**src/rtl/dsp_pkg.sv**
```systemverilog
// Shared definitions for the DSP Wishbone request arbiter: FSM encoding and parameter limits.
package dsp_pkg;

  typedef enum logic [2:0] {
    ST_IDLE    = 3'd0,
    ST_ISSUE   = 3'd1,
    ST_WAIT_HI = 3'd2,
    ST_WAIT_LO = 3'd3,
    ST_DONE    = 3'd4
  } state_t;

  localparam int START_TIMEOUT_DEF = 15;
  localparam int NUM_REQ_MIN       = 2;
  localparam int NUM_REQ_MAX       = 8;

endpackage

```
**src/rtl/dsp_rr_arbiter.sv**
```systemverilog
// Round-robin pick among pending requesters, searching from last_grant+1 and wrapping at NUM_REQ.
// Latency: combinational, zero cycles.
// Backpressure: none; the caller samples the grant only when it can start a transfer.
module dsp_rr_arbiter #(
  parameter int NUM_REQ = 4,
  parameter int IW      = $clog2(NUM_REQ)
) (
  input  logic [NUM_REQ-1:0] pending,
  input  logic [IW-1:0]      last_grant,
  output logic [NUM_REQ-1:0] grant,
  output logic [IW-1:0]      grant_idx,
  output logic               valid
);

  logic [IW-1:0] idx;

  always_comb begin
    grant     = '0;
    grant_idx = '0;
    valid     = 1'b0;
    idx       = '0;
    for (int k = 1; k <= NUM_REQ; k++) begin
      idx = IW'((int'(last_grant) + k) % NUM_REQ);
      if (!valid && pending[idx]) begin
        valid      = 1'b1;
        grant_idx  = idx;
        grant[idx] = 1'b1;
      end
    end
  end

endmodule

```
**src/rtl/dsp_wb_arbiter.sv**
```systemverilog
// Shares one Wishbone master port among NUM_REQ requesters, one latched request each.
// Latency: done pulse 5 cycles plus the master's active time after an uncontended request.
// Backpressure: requests are latched per requester; a repeat while pending is dropped.
module dsp_wb_arbiter
  import dsp_pkg::*;
#(
  parameter int NUM_REQ       = 4,
  parameter int aw            = 32,
  parameter int dw            = 32,
  parameter int START_TIMEOUT = START_TIMEOUT_DEF
) (
  input  logic                  wb_clk,
  input  logic                  wb_rst,
  input  logic [NUM_REQ-1:0]    req_start,
  input  logic [NUM_REQ*aw-1:0] req_address,
  input  logic [NUM_REQ*4-1:0]  req_selection,
  input  logic [NUM_REQ-1:0]    req_write,
  input  logic [NUM_REQ*dw-1:0] req_data_wr,
  output logic [dw-1:0]         req_data_rd,
  output logic [NUM_REQ-1:0]    req_done,
  output logic [NUM_REQ-1:0]    req_err,
  output logic [NUM_REQ-1:0]    req_pending,
  output logic                  start,
  output logic [aw-1:0]         address,
  output logic [3:0]            selection,
  output logic                  write,
  output logic [dw-1:0]         data_wr,
  input  logic [dw-1:0]         data_rd,
  input  logic                  active
);

  localparam int IW = $clog2(NUM_REQ);
  localparam int TW = $clog2(START_TIMEOUT + 1);
  localparam logic [TW-1:0] TMO_LAST = TW'(START_TIMEOUT - 1);

  state_t               state;
  logic [IW-1:0]        grant;
  logic [NUM_REQ-1:0]   grant_oh;
  logic [IW-1:0]        last_grant;
  logic [TW-1:0]        tmo_cnt;
  logic [NUM_REQ-1:0]   pend_clr;
  logic [NUM_REQ-1:0]   accept;
  logic [NUM_REQ-1:0]   arb_oh;
  logic [IW-1:0]        arb_idx;
  logic                 arb_vld;

  logic [aw-1:0] hold_addr [NUM_REQ];
  logic [3:0]    hold_sel  [NUM_REQ];
  logic          hold_wr   [NUM_REQ];
  logic [dw-1:0] hold_dat  [NUM_REQ];

  dsp_rr_arbiter #(.NUM_REQ(NUM_REQ), .IW(IW)) u_rr (
    .pending    (req_pending),
    .last_grant (last_grant),
    .grant      (arb_oh),
    .grant_idx  (arb_idx),
    .valid      (arb_vld)
  );

  always_comb begin
    pend_clr = '0;
    if (state == ST_DONE)
      pend_clr = grant_oh;
    else if (state == ST_WAIT_HI && !active && tmo_cnt == TMO_LAST)
      pend_clr = grant_oh;
  end

  // A request landing on the cycle its pending bit clears is taken as a fresh one.
  assign accept = req_start & (~req_pending | pend_clr);

  always_ff @(posedge wb_clk) begin
    if (!wb_rst) begin
      req_pending <= '0;
      for (int i = 0; i < NUM_REQ; i++) begin
        hold_addr[i] <= '0;
        hold_sel[i]  <= '0;
        hold_wr[i]   <= 1'b0;
        hold_dat[i]  <= '0;
      end
    end else begin
      req_pending <= (req_pending & ~pend_clr) | accept;
      for (int i = 0; i < NUM_REQ; i++) begin
        if (accept[i]) begin
          hold_addr[i] <= req_address[i*aw +: aw];
          hold_sel[i]  <= req_selection[i*4 +: 4];
          hold_wr[i]   <= req_write[i];
          hold_dat[i]  <= req_data_wr[i*dw +: dw];
        end
      end
    end
  end

  always_ff @(posedge wb_clk) begin
    if (!wb_rst) begin
      state       <= ST_IDLE;
      start       <= 1'b0;
      address     <= '0;
      selection   <= '0;
      write       <= 1'b0;
      data_wr     <= '0;
      req_data_rd <= '0;
      req_done    <= '0;
      req_err     <= '0;
      grant       <= '0;
      grant_oh    <= '0;
      last_grant  <= IW'(NUM_REQ - 1);
      tmo_cnt     <= '0;
    end else begin
      start    <= 1'b0;
      req_done <= '0;
      req_err  <= '0;
      case (state)
        ST_IDLE: begin
          if (arb_vld) begin
            grant     <= arb_idx;
            grant_oh  <= arb_oh;
            address   <= hold_addr[arb_idx];
            selection <= hold_sel[arb_idx];
            write     <= hold_wr[arb_idx];
            data_wr   <= hold_dat[arb_idx];
            start     <= 1'b1;
            state     <= ST_ISSUE;
          end
        end
        ST_ISSUE: begin
          tmo_cnt <= '0;
          state   <= ST_WAIT_HI;
        end
        ST_WAIT_HI: begin
          if (active) begin
            state <= ST_WAIT_LO;
          end else if (tmo_cnt == TMO_LAST) begin
            req_err    <= grant_oh;
            last_grant <= grant;
            state      <= ST_IDLE;
          end else begin
            tmo_cnt <= tmo_cnt + 1'b1;
          end
        end
        ST_WAIT_LO: begin
          if (!active) begin
            req_data_rd <= data_rd;
            state       <= ST_DONE;
          end
        end
        ST_DONE: begin
          req_done   <= grant_oh;
          last_grant <= grant;
          state      <= ST_IDLE;
        end
        default: state <= ST_IDLE;
      endcase
    end
  end

endmodule

```
**config.mk**
```make
export PLATFORM = sky130hd
export DESIGN_NAME = dsp_wb_arbiter
export DESIGN_NICKNAME = d
export VERILOG_FILES = /design/src/rtl/dsp_pkg.sv /design/src/rtl/dsp_rr_arbiter.sv /design/src/rtl/dsp_wb_arbiter.sv
export SDC_FILE = /design/constraint.sdc
export NUM_CORES = 1
export LEC_CHECK = 0
export ABC_AREA = 1
export CELL_PAD_IN_SITES_DETAIL_PLACEMENT = 1
export CELL_PAD_IN_SITES_GLOBAL_PLACEMENT = 1
export CORE_UTILIZATION = 40
export DETAILED_ROUTE_END_ITERATION = 10
export PLACE_DENSITY = 0.95
export SKIP_CTS_REPAIR_TIMING = 1
export SLEW_MARGIN = 40
export SYNTH_ARGS = -nofsm -noshare
export SYNTH_HDL_FRONTEND = slang
export SYNTH_SLANG_ARGS = --single-unit
```
**constraint.sdc**
```tcl
create_clock -name wb_clk -period 8.3 [get_ports wb_clk]
set_input_delay 1.66 -clock wb_clk [delete_from_list [all_inputs] [get_ports wb_clk]]
set_output_delay 1.66 -clock wb_clk [all_outputs]
set_load 0.1 [all_outputs]
```
After elaboration in Yosys (flattened, before gate mapping)
Memories as Yosys holds them, arrays and structs flattened. A register that Yosys moved wholly into a read port is not among the register bits.
Index checks and enable logic that the tools add are counted.
- bits of input ports: 315
- register bits after elaboration: 60
- logic and storage cells: 166
- memories: 4
- output and inout bits: 114
- RAM bits: 276
- mux-type cells: 71
- bitwise logic cells: 29
- magnitude comparators: 8
- $add $sub $neg: 5
- reduce and logical (&&, ||, !) cells: 28
- equality and inequality tests: 11
- memory list (name ; words ; width ; read ports ; clocked after memory_dff ; wr ports ; RTL line ; text):
    hold_addr ; 4 ; 32 ; 1 ; 1 ; 4 ; dsp_wb_arbiter.sv:47 ; logic [aw-1:0] hold_addr [NUM_REQ];
    hold_dat ; 4 ; 32 ; 1 ; 1 ; 4 ; dsp_wb_arbiter.sv:50 ; logic [dw-1:0] hold_dat [NUM_REQ];
    hold_sel ; 4 ; 4 ; 1 ; 1 ; 4 ; dsp_wb_arbiter.sv:48 ; logic [3:0] hold_sel [NUM_REQ];
    hold_wr ; 4 ; 1 ; 1 ; 1 ; 4 ; dsp_wb_arbiter.sv:49 ; logic hold_wr [NUM_REQ];
- operators with widths (kind ; number):
    two-way mux 32 bit ; 8
    two-way mux 4 bit ; 12
    two-way mux 1 bit ; 30
    bitwise OR 4 bit ; 5
    bitwise OR 1 bit ; 16
    < comparator 2 x 3 -> 1 bit (second input constant) ; 4
    two-way mux 2 bit ; 6
    two-way mux 3 bit ; 4
    case mux 3 bit (4 select lines) ; 1
    logical AND 1 bit ; 9
    AND reduction 3 bit ; 3
    AND 4 bit ; 2
    binary-select mux 1 bit (select 2 bit) ; 4
    demux 1 bit (select 2 bit) ; 4
    greater-or-equal comparator 2 x 1 -> 1 bit (second input constant) ; 4
    zero test 1 bit ; 8
    inequality test 2 bit (second input constant) ; 4
    inverter 4 bit ; 2
    case mux 4 bit (2 select lines) ; 1
    AND reduction 2 bit ; 4
    equality test 3 x 2 -> 1 bit (second input constant) ; 2
    adder 2 x 1 -> 2 bit (second input constant) ; 2
    adder 2 bit (second input constant) ; 2
    adder 4 x 1 -> 4 bit (second input constant) ; 1
    other kinds (10) ; 14

Logic depth before layout (Yosys ltp)
Gate-level depths: netlist of the first run.
- word-level depth: 15
- mapped depth: 18
- depth with buffers taken out: 15

Hierarchy
From an unflattened synthesis of the first run, not the netlist that was laid out.
- cells, all modules: 1915
- area total of the unflattened synthesis: 17625.7 um^2
- modules (own cells, without submodules) (module ; sequential area each (um^2) ; times used ; cells an instance ; area each (um^2)):
    dsp_wb_arbiter ; 10840.4 ; 1 ; 1841 ; 17167.7
    dsp_rr_arbiter ; 0.0 ; 1 ; 74 ; 457.9

Worst setup path before layout of the first run
No wires, ideal clock.
- path kind: input-to-reg
- from: input port wb_rst
- to: memory hold_addr[2][0] (enable)
- data arrival time: 3688 ps
- data required time: 7580 ps
- cell stages on the path: 4
- buffers on the path: 3
- setup time: 720 ps
- slack: 3892 ps
- cells stage by stage: clkbuf_1 > clkbuf_1 > clkbuf_1 > nand2_1
- RTL lines (element ; RTL line ; text):
    start, declared ; dsp_wb_arbiter.sv:13 ; input logic wb_rst,
    end, declared ; dsp_wb_arbiter.sv:47 ;

Worst setup path after layout of the first run
- from: register last_grant[0]
- to: register address[12] (read register of hold_addr)
- longest elaborated chain between the ends: 14
- elaborated cells on any way between the ends: 27
- classes of those cells: add/sub (4); mux (16); reduce/logical (7)
- ends and longest elaborated chain (element ; RTL line ; text):
    start, declared ; dsp_wb_arbiter.sv:39 ; logic [IW-1:0] last_grant;
    start signal, assigned ; dsp_wb_arbiter.sv:106 ; last_grant <= IW'(NUM_REQ - 1);
    start signal, assigned ; dsp_wb_arbiter.sv:134 ; last_grant <= grant;
    start signal, assigned ; dsp_wb_arbiter.sv:148 ; last_grant <= grant;
    adder 2 x 1 -> 2 bit ; dsp_rr_arbiter.sv:23 ; idx = IW'((int'(last_grant) + k) % NUM_REQ);
    binary-select mux 1 bit (select 2 bit) ; dsp_rr_arbiter.sv:24 ; if (!valid && pending[idx]) begin
    two-way mux 1 bit (implied by the code) ; dsp_rr_arbiter.sv:24 ;
    two-way mux 1 bit ; dsp_rr_arbiter.sv:24 ;
    zero test 1 bit ; dsp_rr_arbiter.sv:24 ;
    logical AND 1 bit ; dsp_rr_arbiter.sv:24 ;
    two-way mux 1 bit ; dsp_rr_arbiter.sv:24 ;
    zero test 1 bit ; dsp_rr_arbiter.sv:24 ;
    logical AND 1 bit ; dsp_rr_arbiter.sv:24 ;
    two-way mux 1 bit ; dsp_rr_arbiter.sv:24 ;
    zero test 1 bit ; dsp_rr_arbiter.sv:24 ;
    logical AND 1 bit ; dsp_rr_arbiter.sv:24 ;
    two-way mux 1 bit ; dsp_rr_arbiter.sv:24 ;
    AND reduction 2 bit (no source line) ; -- ;
    end, declared ; dsp_wb_arbiter.sv:24 ; output logic [aw-1:0] address,
Parallel ways exist; a longest one is shown, timed or not. The select of a mux whose other input is x is not followed.
A chain may end at the register's enable or synchronous reset.

==> results of run 1 <==
sequential cells by signal (all words and copies together), names as in the netlist:
register / flops
hold_wr: 4
start: 1
hold_dat: 128
address: 32
tmo_cnt: 4
last_grant: 2
req_done: 4
data_wr: 32
write: 1
selection: 4
grant: 2
req_err: 4
state: 3
req_pending: 4
hold_addr: 128
grant_oh: 4
req_data_rd: 32
hold_sel: 16
worst max-delay path: stages, from the launching register on:
cell     delay, ns
dfxtp_1       0.66
inv_4         0.14
ha_1          0.41
inv_1         0.10
nand3_1       0.13
nand2_1       0.13
nand4_1       0.17
nand2_1       0.08
nand2_2       0.08
buf_4         0.65
nand2_8       0.39
inv_2         0.71
nand2_1       0.18
nand3_1       0.14
nand2_1       0.06
nor2_1        0.13
power by group through the flow:
stage	clock network (mW)	registers [mW]	logic [mW]
after floorplan	0	3.74	0.836
after global placement	0	2.63	2.66
after detailed placement	0	2.65	2.63
after CTS	1.92	2.61	2.67
after global routing	2.01	2.63	2.82
final	1.90	2.61	2.67
stage by stage:
stage                     setup slack (ns)  util, %
after detailed placement              3.58     50.2
after floorplan                       3.89        -
final                                 3.99     53.3
after CTS                             3.50     53.2
after global placement                3.81     50.9
after global routing                  3.66     53.3
synth_stat cells, types with 2 or more instances:
| cell | count | area share [%] |
|---|---|---|
| buf_4 | 13 | 0.52 |
| inv_1 | 514 | 10 |
| nand4_1 | 2 | 0.067 |
| nor2_4 | 2 | 0.12 |
| buf_1 | 5 | 0.10 |
| nand2_1 | 349 | 7.0 |
| buf_6 | 9 | 0.54 |
| ha_1 | 10 | 0.67 |
| edfxtp_1 | 273 | 44 |
| nand2_4 | 3 | 0.18 |
| a211oi_1 | 2 | 0.081 |
| buf_2 | 36 | 0.97 |
| o21ai_0 | 40 | 1.1 |
| nand3_1 | 218 | 5.9 |
| a21oi_1 | 22 | 0.59 |
| nor3b_1 | 35 | 1.4 |
| o21ai_1 | 6 | 0.16 |
| o22ai_1 | 5 | 0.17 |
| nor3_1 | 6 | 0.16 |
| clkbuf_1 | 45 | 0.91 |
| nand2_2 | 6 | 0.20 |
| inv_2 | 3 | 0.060 |
| nor2_1 | 499 | 10 |
| dfxtp_1 | 132 | 14 |
how the worst max path moves through the flow:
| stage | startpoint | to | slack, ns | depth (start not counted) |
|---|---|---|---|---|
| finish | last_grant[0]$_SDFFE_PN1P_ | address[12]$_SDFFE_PN0P_ | 3.99 | 15 |
| global route | last_grant[0]$_SDFFE_PN1P_ | write$_SDFFE_PN0P_ | 3.66 | 15 |
| CTS | last_grant[0]$_SDFFE_PN1P_ | address[12]$_SDFFE_PN0P_ | 3.50 | 15 |
| detailed placement | last_grant[0]$_SDFFE_PN1P_ | write$_SDFFE_PN0P_ | 3.58 | 15 |
| global placement | last_grant[0]$_SDFFE_PN1P_ | write$_SDFFE_PN0P_ | 3.81 | 15 |
| floorplan | wb_rst | hold_addr[2][0]$_SDFFCE_PN0P_ | 3.89 | 4 |
per-layer routing:
metal	track usage (%)	part of all wire [%]	vias to the layer above
li1	-	-	7594
met1	31.1	38	8099
met2	50.1	52	672
met3	3.95	5.8	190
met4	14.2	4.5	2
met5	0	0.020	-
layout make-up:
cell class / instances / share of cell area (%)
clock inverter: 14 / 0.391
inverter: 519 / 8.02
timing repair buffer: 445 / 16.5
antenna: 5 / 0.0514
sequential: 405 / 44.5
clock buffer: 69 / 5.21
multi-input combinational: 1215 / 22.3
tap: 600 / 3.08
cell usage in the layout (no fill, tap or decap), drive strengths merged, types with 10 or more instances in the layout:
cell type,Yosys,layout
inv,518,520
edfxtp,273,273
clkinv,1,11
nand2,358,358
a21oi,23,23
o21ai,47,47
buf,63,132
nor3b,35,35
nand3,219,219
clkbuf,45,69
ha,10,10
nor2,501,501
clkdlybuf4s50,0,313
dfxtp,132,132
cells by family after synthesis:
logic type / share of synthesized area, %
flip-flops: 58.2
buffers and inverters: 13.5
AND/OR/NAND/NOR: 25.3
adder cells (fa/ha/maj): 0.671
AO/OA/AOI/OAI: 2.34
==> reports/qor.yml, run 1 <==
global_routing:
  grt_pass1_wl_um: 100000
  grt_overflow: 0
  antenna_found_initial: 5
  grt_usage_pct: 27.5
  first_global_vias: 18300
  grt_max_degree: 123
place:
  dp_cells: 3183
  dpl_cell_area_um2: 22900
  routabilityCongestion: 0.865
  hpwl_um: 43700
  numPortBuffers: 428
worst_setup_path:
  worstSetupEndpointType: "register"
  ff2ff_setup_slack_ns: 3.99
  cp_max_fo: 67
  reg2reg_depth: 15
  startpoint_type: "register"
  criticalPathCategory: "register to register"
  rr_endpoint: "address[12]$_SDFFE_PN0P_"
  critical_path_arrival_ns: 4.81
  reg2reg_from: "last_grant[0]$_SDFFE_PN1P_"
  crit_required_ns: 8.80
clock_tree:
  cts_made_buffers: 45
  cts_sinks: 405
  ctsLongestPathBuffers: 3
  cts_tree: "built"
  insertion_delay_ns: 0.57
  cts-root-buf: "clkbuf_16"
  cts.clk_slew.worst_paths_ns: 0.06
  h-tree-depth: 2
power_and_ir_drop:
  intPower_mw: 4.10
  p_switching_mw: 3.08
  powerDensity_nw_per_um2: 295
  clkPwrFrac_pct: 26.5
  p_leak_nw: 11.8
  power_frac_comb_pct: 37.1
  ir_worst_vdd_v: 0.000255
  p_total_mw: 7.18
  p_seq_share_pct: 36.4
  switching_share_pct: 42.9
hold_path:
  min_path_cells: 2
  hp-class: "register to register"
  worstHoldEndpoint: "hold_wr[1]$_DFF_P_"
  hp-start: "hold_wr[1]$_DFF_P_"
routing:
  initialDrtViolationCount: 1152
  wl_per_cell_um: 20.0
  vias: 16600
  drt_first_pass_iters: 5
  final_antenna_net_count: 0
  via_per_inst: 5.06
  wirelength_um: 65400
  drc_errors: 0
sta:
  hold_viol_final: 0
  rsz0062_at_grt: "false"
  min_period_over_period_pct: 51.9
  clock_skew_ns: 0.0114
  setup_violations: 0
  fin_tns_setup_ns: 0
  slew_headroom_pct: 39.8
  final_max_slew_viol_count: 0
  fin_crit_ns: 4.31
  hold_ws_ns: 0.506
  worstMarginPinSlew_ns: 0.902
  fmax_mhz: 232
logic_synthesis:
  ys.flop_type: "edfxtp_1"
  ys_ff_latch: 405
  netlist_area_um2: 18600
  ys_warn_count: 0
  ys_seq_area_share_pct: 58.2
  async_reset_ff_share_pct: 0
  yosysUniqueCellTypes: 36
  syn_nets: 2572
  synth_edf_count: 273
  syn_inst: 2247
  syn_area_per_cell_um2: 8.29
floorplan:
  die_height_um: 218
  die_area_um2: 47500
  start_util_pct: 40.8
  rows: 78
  core_area_um2: 45700
  dieWidth_um: 218
  io_pins: 429
finish:
  multiInputGateArea_um2: 5420
  fill_cells: 5393
  final_layout_size_suffix_gt1_share_pct: 8.21
  fin_nets: 2956
  seqCellArea_um2: 10800
  area_delta_synth_final_pct: 30.6
  fin_area_um2: 24300
  stdcell_count: 3272
job:
  drv_cap: 0
status:
  outcome: "finished clean"
Power figures use the tool's default switching activity.
==> inputs of run 2 (changes only) <==
CORE_UTILIZATION = 37   (was 40)
PLACE_DENSITY = 0.91   (was 0.95)
clock period = 4.2 ns   (was 8.3 ns; I/O delays follow)
==> run 2 against run 1 <==
Against the previous run:
- combinational power is 96% higher
- global-route usage shrank 2.8 points
- via count down 2.9%
- hold slack got worse by 0.029 ns
- first-iteration DRC count fell by 8.9%
- non-clock buffer count increased by 9
- largest power group unchanged
==> reports/qor.yml, run 2 (synthesis results as in run 1) <==
status:
  outcome: "finished clean"
sta:
  fin_crit_ns: 3.58  # -0.729 ns
  final_max_slew_viol_count: 0  # unchanged
  setup_violations: 0  # unchanged
  fmax_mhz: 279  # +20%
  worstMarginPinSlew_ns: 0.827  # -0.0750 ns
  min_period_over_period_pct: 85.2  # +33 points
  rsz0062_at_grt: "false"
  hold_viol_final: 0  # unchanged
  clock_skew_ns: 0.0155  # +0.00405 ns
  fin_tns_setup_ns: 0  # unchanged
  slew_headroom_pct: 44.8  # +5.0 points
place:
  hpwl_um: 45800  # +4.9%
  numPortBuffers: 428  # unchanged
  routabilityCongestion: 0.864  # about the same
floorplan:
  die_area_um2: 51300  # +8.0%
  dieWidth_um: 226  # +3.9%
  rows: 81  # +3.8%
  start_util_pct: 37.8  # -3.0 points
  die_height_um: 226  # +3.9%
  core_area_um2: 49400  # +8.1%
  io_pins: 429  # unchanged
worst_setup_path:
  setup.worst_path.end: "data_wr[28]$_SDFFE_PN0P_"
  worstSetupEndpointType: "register"
  startpoint_type: "register"
  cp_max_fo: 79  # +18%
  reg2reg_depth: 14  # -1
  crit_required_ns: 4.70  # -4.10 ns
  cp-startpoint: "last_grant[0]$_SDFFE_PN1P_"
  rr_endpoint: "data_wr[28]$_SDFFE_PN0P_"
  critical_path_arrival_ns: 4.08  # -0.73 ns
  criticalPathCategory: "register to register"
  reg2reg_from: "last_grant[0]$_SDFFE_PN1P_"
  ff2ff_setup_slack_ns: 0.62  # -3.37 ns
job:
  drv_cap: 0  # unchanged
finish:
  final_common_cell: "inv_1"
  fill_cells: 5866  # +8.8%
  top_regs: "hold_addr x128, hold_dat x128"
  fin_nets: 2965  # +0.30%
  final_layout_size_suffix_gt1_share_pct: 8.89  # +0.68 points
  fin_util_pct: 49.8  # -3.6 points
  area_delta_synth_final_pct: 31.8
  mostFrequentLayoutCells: "inv_1 (512), nor2_1 (499), nand2_1 (345), clkdlybuf4s50_1 (313), edfxtp_1 (273)"
power_and_ir_drop:
  p_switching_mw: 6.05  # +97%
  power_frac_comb_pct: 36.3  # -0.8 points
  switching_share_pct: 42.0  # -0.83 points
  powerDensity_nw_per_um2: 586  # +99%
  intPower_mw: 8.34  # +100%
  p_seq_share_pct: 35.6  # -0.8 points
  clkPwrFrac_pct: 28.1  # +1.6 points
  p_leak_nw: 11.9  # +0.84%
  ir_worst_vdd_v: 0.000305  # +20%
hold_path:
  hp-class: "register to register"
clock_tree:
  cts.clk_slew.worst_paths_ns: 0.06  # about the same
  cts_tree: "built"
  cts_made_buffers: 45  # unchanged
  cts_sinks: 405  # unchanged
  h-tree-depth: 2  # unchanged
  insertion_delay_ns: 0.58  # about the same
  cts-root-buf: "clkbuf_16"
  ctsLongestPathBuffers: 3  # unchanged
global_routing:
  grt_pass1_wl_um: 96500  # -3.6%
  antenna_found_initial: 10  # +5
  grt_usage_pct: 24.7  # -2.8 points
  grt_max_degree: 80  # -35%
  grt_overflow: 0  # unchanged
  first_global_vias: 17600  # -3.8%
routing:
  via_per_inst: 4.80  # -5.1%
  drt_first_pass_iters: 5  # unchanged
  drc_errors: 0  # unchanged
  initialDrtViolationCount: 1050  # -8.9%
  wl_per_cell_um: 19.0  # -4.8%
  wirelength_um: 63800  # -2.5%
  vias: 16100  # -2.9%
  final_antenna_net_count: 0  # unchanged
==> run 2: changes by cell type in the layout (fill, tap and decap cells not counted) <==
cell       previous run  this run
nand2_4               4         7
clkinv_1              5         4
clkbuf_1             21        13
buf_4                 6        17
clkinv_2              6         5
buf_16                6         0
clkbuf_8              1         5
inv_4                 2         4
nand2_2               4         5
nand2_8               5         1
clkbuf_16            47        52
buf_12                2         7
diode_2               5         9
buf_6                 2         1
==> run 2: power groups by stage <==
| stage | clock network, mW | registers, mW | logic (mW) |
|---|---|---|---|
| CTS | 4.11 | 5.12 | 5.24 |
| global route | 4.25 | 5.17 | 5.57 |
| finish | 4.05 | 5.13 | 5.22 |
| global placement | 0 | 5.17 | 5.32 |
| detailed placement | 0 | 5.20 | 5.20 |
| floorplan | 0 | 7.38 | 1.65 |
==> run 2: worst min path at each step <==
stage	slack [ns]	start	end	cells after the start
final	0.48	hold_wr[2]$_DFF_P_	hold_wr[2]$_DFF_P_	2
after global routing	0.51	hold_wr[2]$_DFF_P_	hold_wr[2]$_DFF_P_	2
after detailed placement	0.47	hold_wr[2]$_DFF_P_	hold_wr[2]$_DFF_P_	2
after floorplan	0.44	grant[0]$_SDFFE_PN0P_	last_grant[0]$_SDFFE_PN1P_	2
after global placement	0.46	hold_wr[2]$_DFF_P_	hold_wr[2]$_DFF_P_	2
after CTS	0.48	hold_wr[2]$_DFF_P_	hold_wr[2]$_DFF_P_	2
==> run 2: area by class of cell <==
cell class | instances | area (um2) | area share, %
multi-input cells | 1215 | 5380 | 21.9
diodes | 9 | 22.5 | 0.0917
flip-flops and latches | 405 | 10800 | 44.1
well taps | 664 | 831 | 3.38
inverters | 519 | 1950 | 7.94
clock inverters | 14 | 101 | 0.413
clock buffers | 70 | 1420 | 5.78
repair buffers | 454 | 4010 | 16.3
==> run 2: routing by layer <==
| metal | track usage (%) | wire length [um] |
|---|---|---|
| met3 | 4.50 | 3800 |
| met4 | 13.8 | 3290 |
| met5 | 0 | 0 |
| met2 | 43.8 | 32400 |
| met1 | 27.8 | 24300 |
==> run 2: stage by stage <==
stage	setup WS, ns	power (mW)	cells	cell area, um2	hold WS, ns
6_report	0.621	14.4	3350	24600	0.477
5_1_grt	0.323	15.0	3349	24600	0.507
4_1_cts	0.586	14.5	3340	24500	0.482
3_5_place_dp	0.653	10.4	3256	23000	0.472
3_3_place_gp	0.832	10.5	3254	23500	0.465
2_1_floorplan	0.612	9.04	2247	18600	0.443
==> run 2: critical path: stages (launching register included) <==
cell	delay (ns)
dfxtp_1	0.63
inv_4	0.13
ha_1	0.38
inv_1	0.09
nand3_1	0.15
nand2_1	0.15
nand4_1	0.17
nand2_1	0.09
nand2_2	0.14
nand2_8	0.30
inv_2	0.68
nand2_1	0.15
nand3_1	0.18
nand2_1	0.07
nor2_1	0.14
